===== config.mk =====
export PLATFORM = sky130hd
export DESIGN_NAME = result_display
export DESIGN_NICKNAME = d
export VERILOG_FILES = /design/src/rtl/result_display_pkg.sv /design/src/rtl/result_display_bcd_to_seg7.sv /design/src/rtl/result_display.sv
export SDC_FILE = /design/constraint.sdc
export NUM_CORES = 1
export LEC_CHECK = 0
export BUFFER_PORTS_ARGS = -buffer_cell sky130_fd_sc_hd__buf_2
export CORE_MARGIN = 5
export CORE_UTILIZATION = 55
export DETAILED_ROUTE_END_ITERATION = 8
export PLACE_DENSITY = 0.79
export SLEW_MARGIN = 10
export SYNTH_ARGS = -nofsm -noshare
export SYNTH_HDL_FRONTEND = slang
export SYNTH_HIERARCHICAL = 1
export SYNTH_SLANG_ARGS = --single-unit

===== constraint.sdc =====
create_clock -name clk -period 3.9 [get_ports clk]
set_input_delay 0.585 -clock clk [delete_from_list [all_inputs] [get_ports clk]]
set_output_delay 0.585 -clock clk [all_outputs]
set_load 0.03 [all_outputs]

===== src/rtl/result_display_pkg.sv =====
// Shared FSM encoding, seven-segment codes and the double-dabble nibble adjust.
package result_display_pkg;

    typedef enum logic [1:0] {
        ST_IDLE    = 2'd0,
        ST_CONVERT = 2'd1,
        ST_UPDATE  = 2'd2
    } state_e;

    localparam int BCD_W = 12;

    // Segments gfedcba, active-low
    localparam logic [6:0] SEG_0     = 7'b1000000;
    localparam logic [6:0] SEG_1     = 7'b1111001;
    localparam logic [6:0] SEG_2     = 7'b0100100;
    localparam logic [6:0] SEG_3     = 7'b0110000;
    localparam logic [6:0] SEG_4     = 7'b0011001;
    localparam logic [6:0] SEG_5     = 7'b0010010;
    localparam logic [6:0] SEG_6     = 7'b0000010;
    localparam logic [6:0] SEG_7     = 7'b1111000;
    localparam logic [6:0] SEG_8     = 7'b0000000;
    localparam logic [6:0] SEG_9     = 7'b0010000;
    localparam logic [6:0] SEG_BLANK = 7'b1111111;

    function automatic logic [BCD_W-1:0] dabble_adjust(input logic [BCD_W-1:0] bcd);
        logic [BCD_W-1:0] r;
        r = bcd;
        for (int n = 0; n < BCD_W / 4; n++) begin
            if (r[n*4 +: 4] >= 4'd5)
                r[n*4 +: 4] = r[n*4 +: 4] + 4'd3;
        end
        return r;
    endfunction

endpackage


===== src/rtl/result_display_bcd_to_seg7.sv =====
// Combinational BCD digit to active-low seven-segment decoder with blanking.
module bcd_to_seg7
    import result_display_pkg::*;
(
    input  logic [3:0] digit_i,
    input  logic       blank_i,
    output logic [6:0] seg_o
);

    always_comb begin
        seg_o = SEG_BLANK;
        if (!blank_i) begin
            case (digit_i)
                4'd0:    seg_o = SEG_0;
                4'd1:    seg_o = SEG_1;
                4'd2:    seg_o = SEG_2;
                4'd3:    seg_o = SEG_3;
                4'd4:    seg_o = SEG_4;
                4'd5:    seg_o = SEG_5;
                4'd6:    seg_o = SEG_6;
                4'd7:    seg_o = SEG_7;
                4'd8:    seg_o = SEG_8;
                4'd9:    seg_o = SEG_9;
                default: seg_o = SEG_BLANK;
            endcase
        end
    end

endmodule


===== src/rtl/result_display.sv =====
// Binary-to-BCD converter (double-dabble) driving a 3-digit multiplexed
// seven-segment display with leading-zero blanking.
module result_display
    import result_display_pkg::*;
#(
    parameter int DATAWIDTH = 8,
    parameter int SCANDIV   = 12500
) (
    input  logic                 clk,
    input  logic                 rst,
    input  logic [DATAWIDTH-1:0] DataIn,
    input  logic                 load,
    output logic                 busy,
    output logic                 done,
    output logic [6:0]           sSeg,
    output logic [3:0]           sAnode
);

    localparam int CNT_W  = $clog2(DATAWIDTH + 1);
    localparam int SCAN_W = (SCANDIV > 1) ? $clog2(SCANDIV) : 1;

    state_e               state_q, state_d;
    logic [DATAWIDTH-1:0] sr_q, sr_d;
    logic [BCD_W-1:0]     bcd_q, bcd_d, bcd_adj;
    logic [CNT_W-1:0]     cnt_q, cnt_d;
    logic [3:0]           units_q, units_d, tens_q, tens_d, hund_q, hund_d;
    logic                 done_q, done_d;
    logic                 load_q;

    logic [SCAN_W-1:0]    scan_q, scan_d;
    logic [1:0]           idx_q, idx_d;
    logic [3:0]           slot_digit;
    logic                 slot_blank;
    logic [3:0]           slot_anode;
    logic [6:0]           slot_seg;
    logic [6:0]           seg_q;
    logic [3:0]           anode_q;

    assign bcd_adj = dabble_adjust(bcd_q);

    always_comb begin
        state_d = state_q;
        sr_d    = sr_q;
        bcd_d   = bcd_q;
        cnt_d   = cnt_q;
        units_d = units_q;
        tens_d  = tens_q;
        hund_d  = hund_q;
        done_d  = 1'b0;
        case (state_q)
            // Rising edge of load only: a strobe held across a conversion
            // must not retrigger once the FSM is back in IDLE.
            ST_IDLE: begin
                if (load && !load_q) begin
                    sr_d    = DataIn;
                    bcd_d   = '0;
                    cnt_d   = '0;
                    state_d = ST_CONVERT;
                end
            end
            ST_CONVERT: begin
                if (cnt_q == CNT_W'(DATAWIDTH)) begin
                    state_d = ST_UPDATE;
                end else begin
                    bcd_d = (bcd_adj << 1) | BCD_W'(sr_q[DATAWIDTH-1]);
                    sr_d  = sr_q << 1;
                    cnt_d = cnt_q + CNT_W'(1);
                end
            end
            ST_UPDATE: begin
                units_d = bcd_q[3:0];
                tens_d  = bcd_q[7:4];
                hund_d  = bcd_q[11:8];
                done_d  = 1'b1;
                state_d = ST_IDLE;
            end
            default: state_d = ST_IDLE;
        endcase
    end

    always_ff @(posedge clk or posedge rst) begin
        if (rst) begin
            state_q <= ST_IDLE;
            sr_q    <= '0;
            bcd_q   <= '0;
            cnt_q   <= '0;
            units_q <= '0;
            tens_q  <= '0;
            hund_q  <= '0;
            done_q  <= 1'b0;
            load_q  <= 1'b0;
        end else begin
            state_q <= state_d;
            sr_q    <= sr_d;
            bcd_q   <= bcd_d;
            cnt_q   <= cnt_d;
            units_q <= units_d;
            tens_q  <= tens_d;
            hund_q  <= hund_d;
            done_q  <= done_d;
            load_q  <= load;
        end
    end

    always_comb begin
        scan_d = scan_q + SCAN_W'(1);
        idx_d  = idx_q;
        if (scan_q == SCAN_W'(SCANDIV - 1)) begin
            scan_d = '0;
            idx_d  = (idx_q == 2'd2) ? 2'd0 : idx_q + 2'd1;
        end
    end

    always_comb begin
        slot_digit = '0;
        slot_blank = 1'b1;
        slot_anode = 4'b1111;
        case (idx_q)
            2'd0: begin
                slot_digit = units_q;
                slot_blank = 1'b0;
                slot_anode = 4'b1110;
            end
            2'd1: begin
                slot_digit = tens_q;
                slot_blank = (hund_q == 4'd0) && (tens_q == 4'd0);
                slot_anode = 4'b1101;
            end
            2'd2: begin
                slot_digit = hund_q;
                slot_blank = (hund_q == 4'd0);
                slot_anode = 4'b1011;
            end
            default: ;
        endcase
    end

    bcd_to_seg7 u_seg (
        .digit_i (slot_digit),
        .blank_i (slot_blank),
        .seg_o   (slot_seg)
    );

    always_ff @(posedge clk or posedge rst) begin
        if (rst) begin
            scan_q  <= '0;
            idx_q   <= '0;
            seg_q   <= SEG_0;
            anode_q <= 4'b1110;
        end else begin
            scan_q  <= scan_d;
            idx_q   <= idx_d;
            seg_q   <= slot_seg;
            anode_q <= slot_blank ? 4'b1111 : slot_anode;
        end
    end

    assign busy   = (state_q != ST_IDLE);
    assign done   = done_q;
    assign sSeg   = seg_q;
    assign sAnode = anode_q;

endmodule


# Word level (Yosys, flattened, before mapping)
# Memories as Yosys holds them, arrays and structs flattened.
# Index checks and enable logic that the tools add are counted.
[op_classes]
addsub = 6
magnitude_cmp = 3
n_eq_ne = 9
n_mux = 23
n_bitwise = 1
reduce_logical = 11
[ops]
columns = ["op", "n"]
rows = [
  ["$mux 12", 2],
  ["$pmux 12 s2", 1],
  ["$mux 4", 5],
  ["$mux 8", 2],
  ["$pmux 8 s2", 1],
  ["$add 14x1->14 const B", 1],
  ["$eq 14x14->1 const B", 1],
  ["$mux 14", 1],
  ["$ge 4x3->1 const B", 3],
  ["$or 12x1->12", 1],
  ["$pmux 4 s3", 1],
  ["$pmux 3 s3", 1],
  ["$add 4x2->4 const B", 2],
  ["$logic_not 4->1", 2],
  ["$pmux 4 s2", 1],
  ["$mux 7", 1],
  ["$mux 2", 3],
  ["$ne 2x2->1 const B", 3],
  ["$add 4x1->4 const B", 1],
  ["$eq 2x1->1 const B", 2],
  ["$eq 2x2->1 const B", 2],
  ["$eq 4x4->1 const B", 1],
  ["$logic_not 2->1", 2],
  ["$pmux 2 s2", 1],
  ["10 further kinds", 12],
]
[totals]
reg_bits = 67
romBits = 112
input_bits = 11
out_inout_bits = 13
word_cells = 67
mem_count = 1
[memory_table]
columns = ["name", "words", "word_bits", "read_ports", "rd_ports_with_merged_regs", "wr", "line_no", "source"]
rows = [
  ["(name not given)", 16, 7, 1, 0, 0, "result_display_bcd_to_seg7.sv:13", "case (digit_i)"],
]

# Logic depth before layout (Yosys ltp)
[depth]
ltp_word = 5
ltp_mapped = 9

# Modules after synthesis
# Netlist, hierarchy kept.
[modules_own_cells]
columns = ["mod", "n_inst", "cells_per_inst", "area_each_um2", "seq_area_each_um2"]
rows = [
  ["result_display", 1, 280, 3004.1, 1655.3],
  ["bcd_to_seg7", 1, 33, 236.5, 0.0],
]

# Worst setup path before layout
# No wires, ideal clock.
[synth_path]
path_kind = "reg-to-reg"
startpoint = "register scan_q[2]"
endpoint = "register idx_q[1]"
setup_ns = 0.125
arrival_ns = 1.775
path_slack_ns = 2.000
path_stages_with_launch = 4
n_path_buf = 0
synth_period_minus_slack_ns = 1.900
path_cell_list = "dfrtp_1 > or4b_4 > nor4_4 > mux2_4"
[synth_between]
elab_chain_len = 1
[synth_rtl]
columns = ["element", "line_no", "source"]
rows = [
  ["from (decl)", "result_display.sv:30", "logic [SCAN_W-1:0] scan_q, scan_d;"],
  ["from (signal assigned)", "result_display.sv:151", "scan_q <= scan_d;"],
  ["$eq 14x14->1", "result_display.sv:108", "if (scan_q == SCAN_W'(SCANDIV - 1)) begin"],
  ["to (signal assigned)", "result_display.sv:152", "idx_q <= idx_d;"],
  ["to (decl)", "result_display.sv:31", "logic [1:0] idx_q, idx_d;"],
]
# Every way passes these cells.
# A chain may end at the register's enable or synchronous reset.

# Worst setup path in the final report
[layout_path]
startpoint = "register scan_q[2]"
endpoint = "register scan_q[12]"
[layout_between]
elab_chain_len = 2
[layout_rtl]
columns = ["element", "line_no"]
rows = [
  ["$add 14x1->14 / $eq 14x14->1 (equally long branches)", "result_display.sv:106, result_display.sv:108"],
  ["$mux 14 *", "result_display.sv:108"],
  ["named net scan_d[12]", "result_display.sv:30"],
]
# Mark *: on every way through the listed nets, which the timed path passes. The rest lies on a longest branch.

==> impl_metrics.yaml <==
final_layout:
  nNetsFinal: 361
  multiInputGateArea_um2: 1470
  ff_latch_area_um2: 1660
  nFillCells: 470
  drive_above_1_share: 0.185
  final_cells: 416
  stdcell_area_um2: 3610
  syn_to_final_growth_pct: 11.4
  diodes: 0
floorplan:
  die_y_um: 86.8
  io_pins: 24
  core_region_area_um2: 5820
  die_w_um: 86.8
  die_area_um2: 7530
  num_rows: 28
  start_util: 0.557
detailed_routing:
  drtAntennaViolNets: 0
  firstDrtPassIters: 5
  drc: 0
  wl_per_cell_um: 13.4
  totalWireLength_um: 5590
  via_per_inst: 5.34
  vias: 2223
  drt-initial-drc-count: 69
pwr:
  powerDensity_nw_per_um2: 699
  ir_drop_uv: 484
  p_sw_frac: 0.362
  seqPwrFrac: 0.405
  p_comb_frac: 0.359
  p_clk_frac: 0.236
  p_sw_mw: 0.912
  internal-power_mw: 1.61
  p_leak_nw: 1.68
grt:
  grt-ovfl-total: 0
  grt_usage: 0.170
  grt_pass1_vias: 2183
  grt_start_max_net_pins: 40
  grt_pass1_wl_um: 10000
  antenna_found_initial: 0
clocking:
  cts.sinks: 66
  clkLatencyLatePin_ns: 0.33
  cts_resized: 0
  clockBufferDepth: 2
  cts_max_level: 3
  clk_pin_slew_ns: 0.07
  cts_tree: "done"
  cts_setup_buffers: 0
  root_buffer: "clkbuf_8"
  postCtsHoldBufs: 0
  cts_buffers: 9
placement:
  portBuffers: 22
  place_area_um2: 3400
  post-place-ws_ns: 1.71
  dpl.hpwl_um: 3970
  routabilityCongestion: 0.804
  dp.cells: 400
sta:
  slew_headroom: 0.372
  setup_violations: 0
  rsz0062_at_grt: "false"
  setup_ws_ns: 1.83
  finalCritPeriodShare: 0.530
  slew_violations: 0
  tns_ns: 0
  fmax_mhz: 483
  worst_slew_pin_slew_ns: 0.933
  finalCriticalPeriod_ns: 2.07
  skew_ns: 0.00769
  hold_viol_final: 0
critical_path:
  endpoint_kind: "flop"
  crit_chain: "or4b_4 > nor4_4 > nor2_1 > mux2_2"
  critical_path_arrival_ns: 2.29
  cp_num_buf_inv: 0
  cp_top_family: "simple AND/OR/NAND/NOR gates"
  worst_r2r_endpoint: "scan_q[12]"
  startpoint_type: "flop"
  crit_type: "reg2reg"
  r2r_cells: 4
  cp_slowest_cell: "nor4_4"
  path_max_fanout: 10
  r2r_setup_slack_ns: 1.83
  critPathMaxStageDelay_ns: 0.60
  regToRegStartpoint: "scan_q[2]"
  critical_path_required_ns: 4.12
logic_synthesis:
  synth.distinct_cells: 44
  synth.area.top_cells: "dfrtp_1 49%, ha_1 5.4%, o21ai_0 5.1%"
  netlist.area_leader.share: 0.486
  seq_area_frac_synth: 0.511
  synth-seq-cells: 66
  ys.warnings.count: 6
  syn-cell-area_um2: 3240
  yosysTopAreaCell: "dfrtp_1"
  syn_inst: 313
  avgSynthCellArea_um2: 10.4
  syn-num-nets: 338
flow_run:
  max_cap_violations: 0
status:
  status: "finished clean"
worst_hold_path:
  min_path_type: "in2async"
-- per-layer routing --
layer  vias to the layer above  track usage  part of all wire
met5                         -            0                 0
met4                         0       0.0907             0.026
met3                        14       0.0352             0.034
met2                        29        0.275              0.49
met1                      1075        0.214              0.45
li1                       1105            -                 -
-- synth_stat cells, drive strengths merged --
cell	instances
o31ai	3
or4b	2
nand3	12
nor3b	4
a21oi	11
nand2	37
dfrtp	63
nor2b	3
nor4	3
o22ai	1
nor3	4
and2b	1
o21bai	1
mux2	11
nand2b	9
buf	2
nand3b	2
xor2	9
o21ai	34
clkbuf	10
dfstp	3
and2	1
nor2	18
ha	14
inv	16
nand4	4
or3	1
xnor2	9
mux2i	14
or2b	1
nor4b	2
a31oi	2
or3b	1
conb	1
or2	3
a32o	1
-- through the flow --
stage                     hold WS (ns)  utilization  total power, mW
after floorplan                  0.448            -             1.75
after global placement           0.467        0.585             1.91
after detailed placement         0.470        0.585             1.95
after CTS                        0.314        0.621             2.55
after global routing             0.346        0.621             2.72
final                            0.301        0.621             2.52
-- power groups by stage --
stage / sequential [mW] / clock [mW] / combinational (mW)
after floorplan: 1.06 / 0 / 0.691
after global placement: 1.03 / 0 / 0.879
after detailed placement: 1.04 / 0 / 0.913
after CTS: 1.02 / 0.609 / 0.918
after global routing: 1.05 / 0.640 / 1.03
final: 1.02 / 0.595 / 0.905
-- worst max path at each step --
stage | start | end | cells past startpoint
after global routing | idx_q[0] | sSeg[0] | 5
after global placement | load | bcd_q[11] | 7
final | scan_q[2] | scan_q[12] | 4
after CTS | scan_q[2] | scan_q[12] | 4
after floorplan | rst | bcd_q[0] | 1
after detailed placement | load | bcd_q[11] | 7
-- sequential cells by signal, indices dropped and copies added, names as in the netlist --
| name | cells |
|---|---|
| state_q | 2 |
| idx_q | 2 |
| sr_q | 8 |
| scan_q | 14 |
| hund_q | 4 |
| tens_q | 4 |
| units_q | 4 |
| sSeg | 7 |
| cnt_q | 4 |
| load_q | 1 |
| bcd_q | 12 |
| sAnode | 3 |
| done | 1 |
-- layout make-up --
type | count | area share
timing repair buffer | 24 | 0.0347
tap | 75 | 0.0260
multi-input combinational | 219 | 0.407
inverter | 16 | 0.0166
clock inverter | 2 | 0.00970
clock buffer | 14 | 0.0478
sequential | 66 | 0.458
-- cell usage in the layout (no fill, tap or decap), types with 4 or more instances in the layout --
| master | instances |
|---|---|
| nand2_1 | 37 |
| ha_1 | 14 |
| o21ai_0 | 33 |
| mux2i_1 | 14 |
| inv_1 | 15 |
| xnor2_1 | 9 |
| buf_2 | 22 |
| clkbuf_8 | 12 |
| xor2_1 | 9 |
| a21oi_1 | 11 |
| nor2_1 | 18 |
| dfrtp_1 | 63 |
| nand4_1 | 4 |
| mux2_2 | 10 |
| nand3_1 | 12 |
| nand2b_1 | 8 |
-- kinds of logic (layout without fill, tap and decap cells) --
| family | after synthesis | after routing | share of synthesized area |
|---|---|---|---|
| xor gates and xnor gates | 18 | 18 | 0.0487 |
| AOI/OAI and AO/OA | 53 | 53 | 0.0876 |
| muxes | 25 | 25 | 0.0826 |
| adders and majority gates | 14 | 14 | 0.0541 |
| and+or+nand+nor | 108 | 108 | 0.179 |
| other | 1 | 1 | 0.00116 |
| buffers and inverters | 28 | 56 | 0.0359 |
| DFF | 66 | 66 | 0.511 |
Power figures use the tool's default switching activity.
